File: src/rtl/sync_fifo_pro_if.sv
// rtl/sync_fifo_pro_if.sv - handshake, data and status bundle for sync_fifo_pro
interface sync_fifo_pro_if #(
  parameter int WIDTH = 8,
  parameter int DEPTH = 16
);
  localparam int CW = $clog2(DEPTH) + 1;

  logic             winc;
  logic [WIDTH-1:0] wdata;
  logic             rinc;
  logic             clr_err;
  logic [WIDTH-1:0] rdata;
  logic             rvalid;
  logic             wfull;
  logic             rempty;
  logic             almost_full;
  logic             almost_empty;
  logic [CW-1:0]    count;
  logic             overflow;
  logic             underflow;

  modport master (
    output winc, wdata, rinc, clr_err,
    input  rdata, rvalid, wfull, rempty, almost_full, almost_empty,
           count, overflow, underflow
  );

  modport slave (
    input  winc, wdata, rinc, clr_err,
    output rdata, rvalid, wfull, rempty, almost_full, almost_empty,
           count, overflow, underflow
  );
endinterface

File: src/rtl/sync_fifo_pro.sv
// rtl/sync_fifo_pro.sv - single-clock FIFO with registered or FWFT read and sticky error flags
module sync_fifo_pro #(
  parameter int WIDTH    = 8,
  parameter int DEPTH    = 16,
  parameter int FWFT     = 0,
  parameter int AF_LEVEL = DEPTH - 2,
  parameter int AE_LEVEL = 2
) (
  input  logic            clk,
  input  logic            rst,
  sync_fifo_pro_if.slave  bus
);
  localparam int AW = $clog2(DEPTH);
  localparam int CW = AW + 1;
  localparam logic [CW-1:0] AF_L   = CW'(AF_LEVEL);
  localparam logic [CW-1:0] AE_L   = CW'(AE_LEVEL);
  localparam logic [CW-1:0] FULL_L = CW'(DEPTH);

  logic [WIDTH-1:0] r_mem [DEPTH];
  logic [CW-1:0]    r_wptr;
  logic [CW-1:0]    r_rptr;
  logic [CW-1:0]    r_count;
  logic             r_full;
  logic             r_empty;
  logic             r_af;
  logic             r_ae;
  logic             r_ovf;
  logic             r_udf;

  logic             w_wr_acc;
  logic             w_rd_acc;
  logic [CW-1:0]    w_count_nxt;
  logic [WIDTH-1:0] w_head;

  // Acceptance uses the registered flags, so full/empty are judged before the edge.
  assign w_wr_acc = bus.winc && !r_full;
  assign w_rd_acc = bus.rinc && !r_empty;
  assign w_head   = r_mem[r_rptr[AW-1:0]];

  // Occupancy after this edge; flags are derived from it so they never lag count.
  always_comb begin
    w_count_nxt = r_count;
    if (w_wr_acc && !w_rd_acc) begin
      w_count_nxt = r_count + CW'(1);
    end else if (!w_wr_acc && w_rd_acc) begin
      w_count_nxt = r_count - CW'(1);
    end
  end

  // Storage is not reset; a write coinciding with reset is dropped.
  always_ff @(posedge clk) begin
    if (!rst && w_wr_acc) begin
      r_mem[r_wptr[AW-1:0]] <= bus.wdata;
    end
  end

  // Pointers, occupancy and level flags.
  always_ff @(posedge clk) begin
    if (rst) begin
      r_wptr  <= '0;
      r_rptr  <= '0;
      r_count <= '0;
      r_full  <= 1'b0;
      r_empty <= 1'b1;
      r_af    <= 1'b0;
      r_ae    <= 1'b1;
    end else begin
      if (w_wr_acc) r_wptr <= r_wptr + CW'(1);
      if (w_rd_acc) r_rptr <= r_rptr + CW'(1);
      r_count <= w_count_nxt;
      r_full  <= (w_count_nxt == FULL_L);
      r_empty <= (w_count_nxt == '0);
      r_af    <= (w_count_nxt >= AF_L);
      r_ae    <= (w_count_nxt <= AE_L);
    end
  end

  // Sticky error flags; a new error in the same cycle as clr_err keeps the flag set.
  always_ff @(posedge clk) begin
    if (rst) begin
      r_ovf <= 1'b0;
      r_udf <= 1'b0;
    end else begin
      r_ovf <= (bus.winc && r_full)  || (r_ovf && !bus.clr_err);
      r_udf <= (bus.rinc && r_empty) || (r_udf && !bus.clr_err);
    end
  end

  generate
    if (FWFT != 0) begin : g_fwft
      // Head word is presented directly; masked to zero while empty.
      assign bus.rdata  = r_empty ? '0 : w_head;
      assign bus.rvalid = !r_empty;
    end else begin : g_reg
      logic [WIDTH-1:0] r_rdata;
      logic             r_rvalid;

      // Registered read: rdata loads on a pop and holds otherwise; rvalid pulses one cycle.
      always_ff @(posedge clk) begin
        if (rst) begin
          r_rdata  <= '0;
          r_rvalid <= 1'b0;
        end else begin
          r_rvalid <= w_rd_acc;
          if (w_rd_acc) r_rdata <= w_head;
        end
      end

      assign bus.rdata  = r_rdata;
      assign bus.rvalid = r_rvalid;
    end
  endgenerate

  assign bus.wfull        = r_full;
  assign bus.rempty       = r_empty;
  assign bus.almost_full  = r_af;
  assign bus.almost_empty = r_ae;
  assign bus.count        = r_count;
  assign bus.overflow     = r_ovf;
  assign bus.underflow    = r_udf;
endmodule

File: src/flat_wrapper.sv
// flat-port wrapper written by rule: the top's interface ports become plain ports
module sync_fifo_pro_flat 
#(
  parameter int WIDTH    = 8,
  parameter int DEPTH    = 16,
  parameter int FWFT     = 0,
  parameter int AF_LEVEL = DEPTH - 2,
  parameter int AE_LEVEL = 2
)
  (clk, rst, bus_winc, bus_wdata, bus_rinc, bus_clr_err, bus_rdata, bus_rvalid, bus_wfull, bus_rempty, bus_almost_full, bus_almost_empty, bus_count, bus_overflow, bus_underflow);
  sync_fifo_pro_if #(.WIDTH(WIDTH), .DEPTH(DEPTH)) bus_i ();
  input  logic clk;
  input  logic rst;
  input wire logic [$bits(bus_i.winc)-1:0] bus_winc;
  input wire logic [$bits(bus_i.wdata)-1:0] bus_wdata;
  input wire logic [$bits(bus_i.rinc)-1:0] bus_rinc;
  input wire logic [$bits(bus_i.clr_err)-1:0] bus_clr_err;
  output wire logic [$bits(bus_i.rdata)-1:0] bus_rdata;
  output wire logic [$bits(bus_i.rvalid)-1:0] bus_rvalid;
  output wire logic [$bits(bus_i.wfull)-1:0] bus_wfull;
  output wire logic [$bits(bus_i.rempty)-1:0] bus_rempty;
  output wire logic [$bits(bus_i.almost_full)-1:0] bus_almost_full;
  output wire logic [$bits(bus_i.almost_empty)-1:0] bus_almost_empty;
  output wire logic [$bits(bus_i.count)-1:0] bus_count;
  output wire logic [$bits(bus_i.overflow)-1:0] bus_overflow;
  output wire logic [$bits(bus_i.underflow)-1:0] bus_underflow;
  assign bus_i.winc = bus_winc;
  assign bus_i.wdata = bus_wdata;
  assign bus_i.rinc = bus_rinc;
  assign bus_i.clr_err = bus_clr_err;
  assign bus_rdata = bus_i.rdata;
  assign bus_rvalid = bus_i.rvalid;
  assign bus_wfull = bus_i.wfull;
  assign bus_rempty = bus_i.rempty;
  assign bus_almost_full = bus_i.almost_full;
  assign bus_almost_empty = bus_i.almost_empty;
  assign bus_count = bus_i.count;
  assign bus_overflow = bus_i.overflow;
  assign bus_underflow = bus_i.underflow;
  sync_fifo_pro #(.WIDTH(WIDTH), .DEPTH(DEPTH), .FWFT(FWFT), .AF_LEVEL(AF_LEVEL), .AE_LEVEL(AE_LEVEL)) u_core (.clk(clk), .rst(rst), .bus(bus_i));
endmodule
File: config.mk
export PLATFORM = sky130hd
export DESIGN_NAME = sync_fifo_pro_flat
export DESIGN_NICKNAME = d
export VERILOG_FILES = /design/src/rtl/sync_fifo_pro_if.sv /design/src/rtl/sync_fifo_pro.sv /design/src/flat_wrapper.sv
export SDC_FILE = /design/constraint.sdc
export NUM_CORES = 1
export LEC_CHECK = 0
export BUFFER_PORTS_ARGS = -buffer_cell sky130_fd_sc_hd__buf_2
export CAP_MARGIN = 15
export CORE_ASPECT_RATIO = 0.75
export CORE_MARGIN = 2
export CORE_UTILIZATION = 54
export DETAILED_ROUTE_END_ITERATION = 10
export PLACE_DENSITY_LB_ADDON = 0.2
export SLEW_MARGIN = 20
export SYNTH_ARGS = -nofsm -noshare
export SYNTH_HDL_FRONTEND = slang
export SYNTH_SLANG_ARGS = --single-unit
File: constraint.sdc
create_clock -name clk -period 4.03 [get_ports clk]
set_clock_uncertainty 0.15 [all_clocks]
set_input_delay 0.403 -clock clk [delete_from_list [all_inputs] [get_ports clk]]
set_output_delay 0.403 -clock clk [all_outputs]
set_load 0.05 [all_outputs]
Yosys cells after proc, flatten, opt, wreduce, memory -nomap -nowiden --
Memory sizes are Yosys's and may differ from the RTL's. A register that Yosys moved wholly into a read port is not among the register bits. Cells that the tools add are included.
Storage, ports and cells: register bits after elaboration 22, memory bits (writable) 128, latch bits 0, memories kept 1, ROM bits 0, input port bits 13, output and inout port bits 20
Memories:
- u_core.r_mem | depth 16, bits a word 8, read ports 1, clocked after Yosys merged registers in 1, wr ports 1, RTL line sync_fifo_pro.sv:19 | logic [WIDTH-1:0] r_mem [DEPTH];
Operators by class: reduce and logical (&&, ||, !) cells 18, equal/unequal tests 1, add/subtract/negate cells 4, divide/modulo/power cells 0, bitwise operators 0, multipliers 0, shift operators 0, multiplexer cells 4, order comparisons 2
Operators with widths (count):
- $add A5 B1 Y5 const B | 3
- $mux W5 | 2
- $logic_and A1 B1 Y1 | 9
- $logic_not A1 Y1 | 6
- $eq A5 B5 Y1 const B | 1
- $ge A5 B4 Y1 const B | 1
- $le A5 B2 Y1 const B | 1
- $logic_not A5 Y1 | 1
- $sub A5 B1 Y5 const B | 1
- $logic_or A1 B1 Y1 | 2
- $mux W1 | 2

Longest topological paths before layout --
depth after elaboration 7, mapped depth 7

Worst setup path before layout --
OpenSTA, ideal clock, no wires.
path kind reg-to-reg, from reg u_core.r_full, in the netlist u_core.bus.wfull, to reg u_core.r_empty, in the netlist u_core.bus.rempty, slack 1.858 ns, data arrival time 1.906 ns, setup time 0.116 ns, cell stages (with the launch flop) 6, required time 3.764 ns, cell sequence dfxtp_1 -> nor2b_1 -> or4_1 -> and3b_1 -> or2_4 -> a41o_2
On the way: word-level cells in the longest chain between the ends 7, elaborated cells on any way between the ends 8, classes of those cells mux (2); reduce/logical (6)
Ends and longest elaborated chain:
- start, declared | RTL line sync_fifo_pro.sv:23 | logic r_full;
- start signal, assigned | RTL line sync_fifo_pro.sv:71 | r_full <= (w_count_nxt == FULL_L);
- $logic_not A1 Y1 (*) | RTL line sync_fifo_pro.sv:36 | assign w_wr_acc = bus.winc && !r_full;
- $logic_and A1 B1 Y1 (*) | RTL line sync_fifo_pro.sv:36
- $logic_not A1 Y1 | RTL line sync_fifo_pro.sv:45 | end else if (!w_wr_acc && w_rd_acc) begin
- $logic_and A1 B1 Y1 | RTL line sync_fifo_pro.sv:45
- $mux W5 | RTL line sync_fifo_pro.sv:45
- $mux W5 (*) | RTL line sync_fifo_pro.sv:43 | if (w_wr_acc && !w_rd_acc) begin
- $logic_not A5 Y1 (*) | RTL line sync_fifo_pro.sv:72 | r_empty <= (w_count_nxt == '0);
- end signal, assigned | RTL line sync_fifo_pro.sv:72
- end, declared | RTL line sync_fifo_pro.sv:24 | logic r_empty;
Mark *: on every way between the ends. The rest lies on a longest branch, timed or not. A chain may end at the register's enable or synchronous reset.

==> flow_summary.rst <==
.. list-table::
   :header-rows: 1

   * - Metric
     - Value
   * - Post-Route Utilization
     - 63.9%
   * - Top-count cell post-synth
     - sky130_fd_sc_hd__edfxtp_1
   * - Number of flip-flops and latches in the synthesized netlist
     - 156
   * - Via count of the first global-routing pass
     - 3243
   * - Leakage power of the design
     - 2.35 nW
   * - Peak fanout along the critical path
     - 19
   * - Required time reported for the critical path endpoint
     - 4.16 ns
   * - DRC violation count after routing
     - 0
   * - Final hold slack
     - 0.128 ns
   * - TritonCTS Sinks
     - 156
   * - Num CTS Buffers
     - 17
   * - Crit path largest cell delay
     - 0.68 ns
   * - CP cell instances
     - buf_4, mux4_2, a22oi_1, a31oi_1, a21oi_1, nor2_1
   * - Number of cells upsized or downsized after cts
     - 0
   * - Fraction of layout instances using a drive strength above 1
     - 26.2%
   * - Port Buf Inserts
     - 32
   * - Proportion of synthesized chip area in sequential cells
     - 71.6%
   * - Internal power
     - 0.00304 W
   * - Reg-to-reg slack, setup
     - 1.48 ns
   * - Max capacitance violation total
     - 0
   * - Source-to-sink clock delay at the later pin of the worst-skew pair
     - 0.42 ns
   * - Violation count after the first detailed-route iteration
     - 380
   * - Final weighted congestion in routability-driven placement
     - 0.871
   * - Final standard cell area without fillers
     - 7040 um2
   * - Average instance area after synthesis
     - 16.7 um2
   * - Endpoint of the worst register-to-register path
     - u_core.bus.rdata[6]
   * - Number of warnings issued by yosys
     - 0
   * - Number of buffer and inverter stages on the critical path
     - 1
   * - Leading register cell type out of synthesis
     - sky130_fd_sc_hd__edfxtp_1
   * - Part of the total power dissipated in combinational logic
     - 13.5%
   * - Post-detailed-placement half-perimeter wirelength
     - 8.12 mm
   * - Starting density of the core
     - 55.8%
   * - Number of search-and-repair iterations in the first detailed-routing pass
     - 5
   * - Aggregate global routing overflow
     - 0
   * - Reg2reg path depth
     - 6
   * - Peak ir drop on the vdd network
     - 0.290 mV
   * - Overall via count from detail_route
     - 3388
   * - Setup TNS
     - 0 ns
   * - Net count after synthesis
     - 388
   * - Worst setup path class
     - flip-flop to flip-flop
   * - Post-Synthesis Cells
     - 368
   * - Count of cell instances traversed by the critical path
     - 6
   * - Hold Path Class
     - input pin to flip-flop
   * - Synth Cell Area
     - 6150 um2
   * - Actual slew at the worst max-slew pin
     - 1.03 ns
   * - Hold violation count in the final report
     - 0
   * - PnR Total Power
     - 0.00408 W
   * - Global-route wire length before repair
     - 19.1 mm
   * - Maximum level of the CTS H-tree
     - 4
   * - Count of cell types in the netlist
     - 42
   * - Routed WL per cell
     - 22.5 um
   * - Worst reg2reg startpoint
     - u_core.r_rptr[0]
   * - Fraction of post-synthesis cell area in the top cell type by area
     - 62.5%
   * - Outcome
     - finished clean
   * - Data arrival time of the critical path
     - 2.68 ns
   * - Number of max-slew violations in the final report
     - 0
   * - Final antenna-violating net count
     - 0
   * - Proportion of register bits with asynchronous set or reset after synthesis
     - 0%
   * - Placement Cell Area
     - 6410 um2
   * - Endpoint kind of the worst setup timing path
     - flip-flop
   * - Power density over the cells
     - 579 nW/um2
   * - Leading post-synthesis cells by instance count
     - 128 x sky130_fd_sc_hd__edfxtp_1, 43 x sky130_fd_sc_hd__nor2_1, 32 x sky130_fd_sc_hd__mux4_2, 28 x sky130_fd_sc_hd__dfxtp_1, 20 x sky130_fd_sc_hd__nand2_1
   * - Capturing instance or port of the critical path
     - u_core.bus.rdata[6]
   * - Total number of placement rows
     - 33
   * - DR vias/cell
     - 6.09
   * - Launching element of the worst setup path
     - u_core.r_rptr[0]
   * - Cell types with the largest area share after synthesis
     - sky130_fd_sc_hd__edfxtp_1 63%, sky130_fd_sc_hd__mux4_2 12%, sky130_fd_sc_hd__dfxtp_1 9.1%, sky130_fd_sc_hd__nor2_1 2.6%, sky130_fd_sc_hd__ha_1 1.4%
   * - Setup repair after global routing missed its margin
     - no
   * - Number of nets in the layout
     - 423
   * - Number of hold buffers added after CTS
     - 0
   * - Pin count of the biggest net entering global routing
     - 30
   * - Master cell of the clock root buffer
     - sky130_fd_sc_hd__clkbuf_16
   * - Growth of design area from synthesis to finish
     - 14.5%
   * - Tmin final
     - 2.55 ns
   * - Total length of routed wires
     - 12.5 mm
   * - Switching power summed over all nets
     - 0.00104 W
   * - Clock Power Share
     - 40.8%
   * - Setup fix buffers added after clock tree synthesis
     - 0
   * - Worst rel slew slack
     - 31.4%
   * - Final critical-path share of the clock period
     - 63.3%
   * - Count of flip-flops with a built-in enable after synthesis
     - 128
   * - Setup violation total in the final timing report
     - 0
   * - Top-Level Pins
     - 33
   * - Area of the die
     - 12300 um2
   * - CTS Buffer Depth
     - 2
   * - Net switching fraction of the power
     - 25.4%
   * - Clock tree from TritonCTS
     - yes
   * - Die height
     - 96.4 um
   * - X dimension of the die
     - 127 um
   * - Highest achievable clock rate
     - 392 MHz
   * - Reg power frac
     - 45.6%
   * - CP startpoint kind
     - flip-flop
   * - Number of antenna violations at the first check in global routing
     - 0
   * - Area of the core
     - 11000 um2
   * - Number of diodes
     - 0
   * - Crit-path slowest cell
     - sky130_fd_sc_hd__dfxtp_2
   * - Cell type with the largest total area after synthesis
     - sky130_fd_sc_hd__edfxtp_1
   * - Clock-pin slew of the registers on the worst-case setup and hold paths
     - 0.06 ns
   * - Total routing usage reported by global routing
     - 22.0%
   * - Cell family with the largest share of critical-path delay
     - flip-flops
-- flip-flops by register name, summed over array words and instances, names as in the netlist --
name,cells
u_core.bus.count,5
u_core.r_rptr,4
u_core.bus.almost_full,1
u_core.bus.wfull,1
u_core.bus.overflow,1
u_core.bus.rempty,1
u_core.bus.rdata,8
u_core.r_mem,128
u_core.r_wptr,4
u_core.bus.underflow,1
u_core.bus.almost_empty,1
u_core.bus.rvalid,1
-- worst reg2reg max path, stage by stage, from the launching register on --
cell                      delay [ns]
sky130_fd_sc_hd__dfxtp_2        0.68
sky130_fd_sc_hd__buf_4          0.47
sky130_fd_sc_hd__mux4_2         0.56
sky130_fd_sc_hd__a22oi_1        0.19
sky130_fd_sc_hd__a31oi_1        0.14
sky130_fd_sc_hd__a21oi_1        0.17
sky130_fd_sc_hd__nor2_1         0.06
-- layout make-up --
type | instances | area, um2
fillers | 780 | 3990
multi-input cells | 186 | 1630
clock inverters | 15 | 199
well taps | 140 | 175
repair buffers | 34 | 175
inverters | 8 | 30.0
clock buffers | 17 | 425
flip-flops and latches | 156 | 4410
-- cells by family (layout without fill, tap and decap cells) --
kind of cell	count (synthesis)	count (layout)	share of synthesized area, %
xor gates and xnor gates	8	8	1.14
and+or+nand+nor	97	97	7.39
DFF	156	156	71.6
muxes	33	33	11.9
buffers and inverters	26	74	1.85
AOI/OAI and AO/OA	40	40	4.44
adders and majority gates	8	8	1.59
-- worst min-delay path by stage --
stage,start,end,cells past startpoint
3_3_place_gp,u_core.bus.rdata[2],u_core.bus.rdata[2],2
5_1_grt,bus_winc,u_core.bus.overflow,3
2_1_floorplan,u_core.r_wptr[1],u_core.r_wptr[1],2
3_5_place_dp,u_core.bus.rdata[2],u_core.bus.rdata[2],2
4_1_cts,bus_winc,u_core.bus.overflow,3
6_report,bus_winc,u_core.bus.overflow,3
-- placed cells by master (no fill, tap or decap), drive strengths merged, types with 2 or more instances in the layout --
cell type  netlist  routed
or2              4       4
a21oi           12      12
ha               7       7
edfxtp         128     128
a31oi            8       8
bufinv           0       4
a22oi           10      10
dfxtp           28      28
clkinv           0       7
nor2b            6       6
xnor2            4       4
a21boi           2       2
nand4            2       2
inv              8       8
buf             10      34
o22ai            2       2
clkbuf           8      17
nand2b           2       2
nand3           12      12
clkinvlp         0       4
and3b            2       2
mux4            32      32
nand2           20      20
xor2             4       4
nor2            43      43
-- power groups by stage --
| stage | clock network [W] | registers, W | logic [W] |
|---|---|---|---|
| final | 0.00166 | 0.00186 | 0.000552 |
| after global routing | 0.00175 | 0.00187 | 0.000591 |
| after CTS | 0.00169 | 0.00186 | 0.000553 |
| after detailed placement | 0 | 0.00189 | 0.000549 |
| after global placement | 0 | 0.00189 | 0.000540 |
| after floorplan | 0 | 0.00198 | 0.000328 |
-- stage by stage --
step / instances / worst slack, ns
floorplan: 368 / 1.86
global placement: 524 / 1.40
detailed placement: 524 / 1.33
CTS: 556 / 1.43
global route: 556 / 1.25
finish: 556 / 1.48
-- metal layers --
| layer | vias up | share of wire [%] | global-route usage [%] |
|---|---|---|---|
| met5 | - | 0 | 0 |
| met4 | 0 | 1.2 | 7.42 |
| met3 | 18 | 7.9 | 5.45 |
| met2 | 155 | 45 | 31.4 |
| met1 | 1720 | 46 | 33.6 |
| li1 | 1495 | - | - |
(Power assumes the default switching activity.)
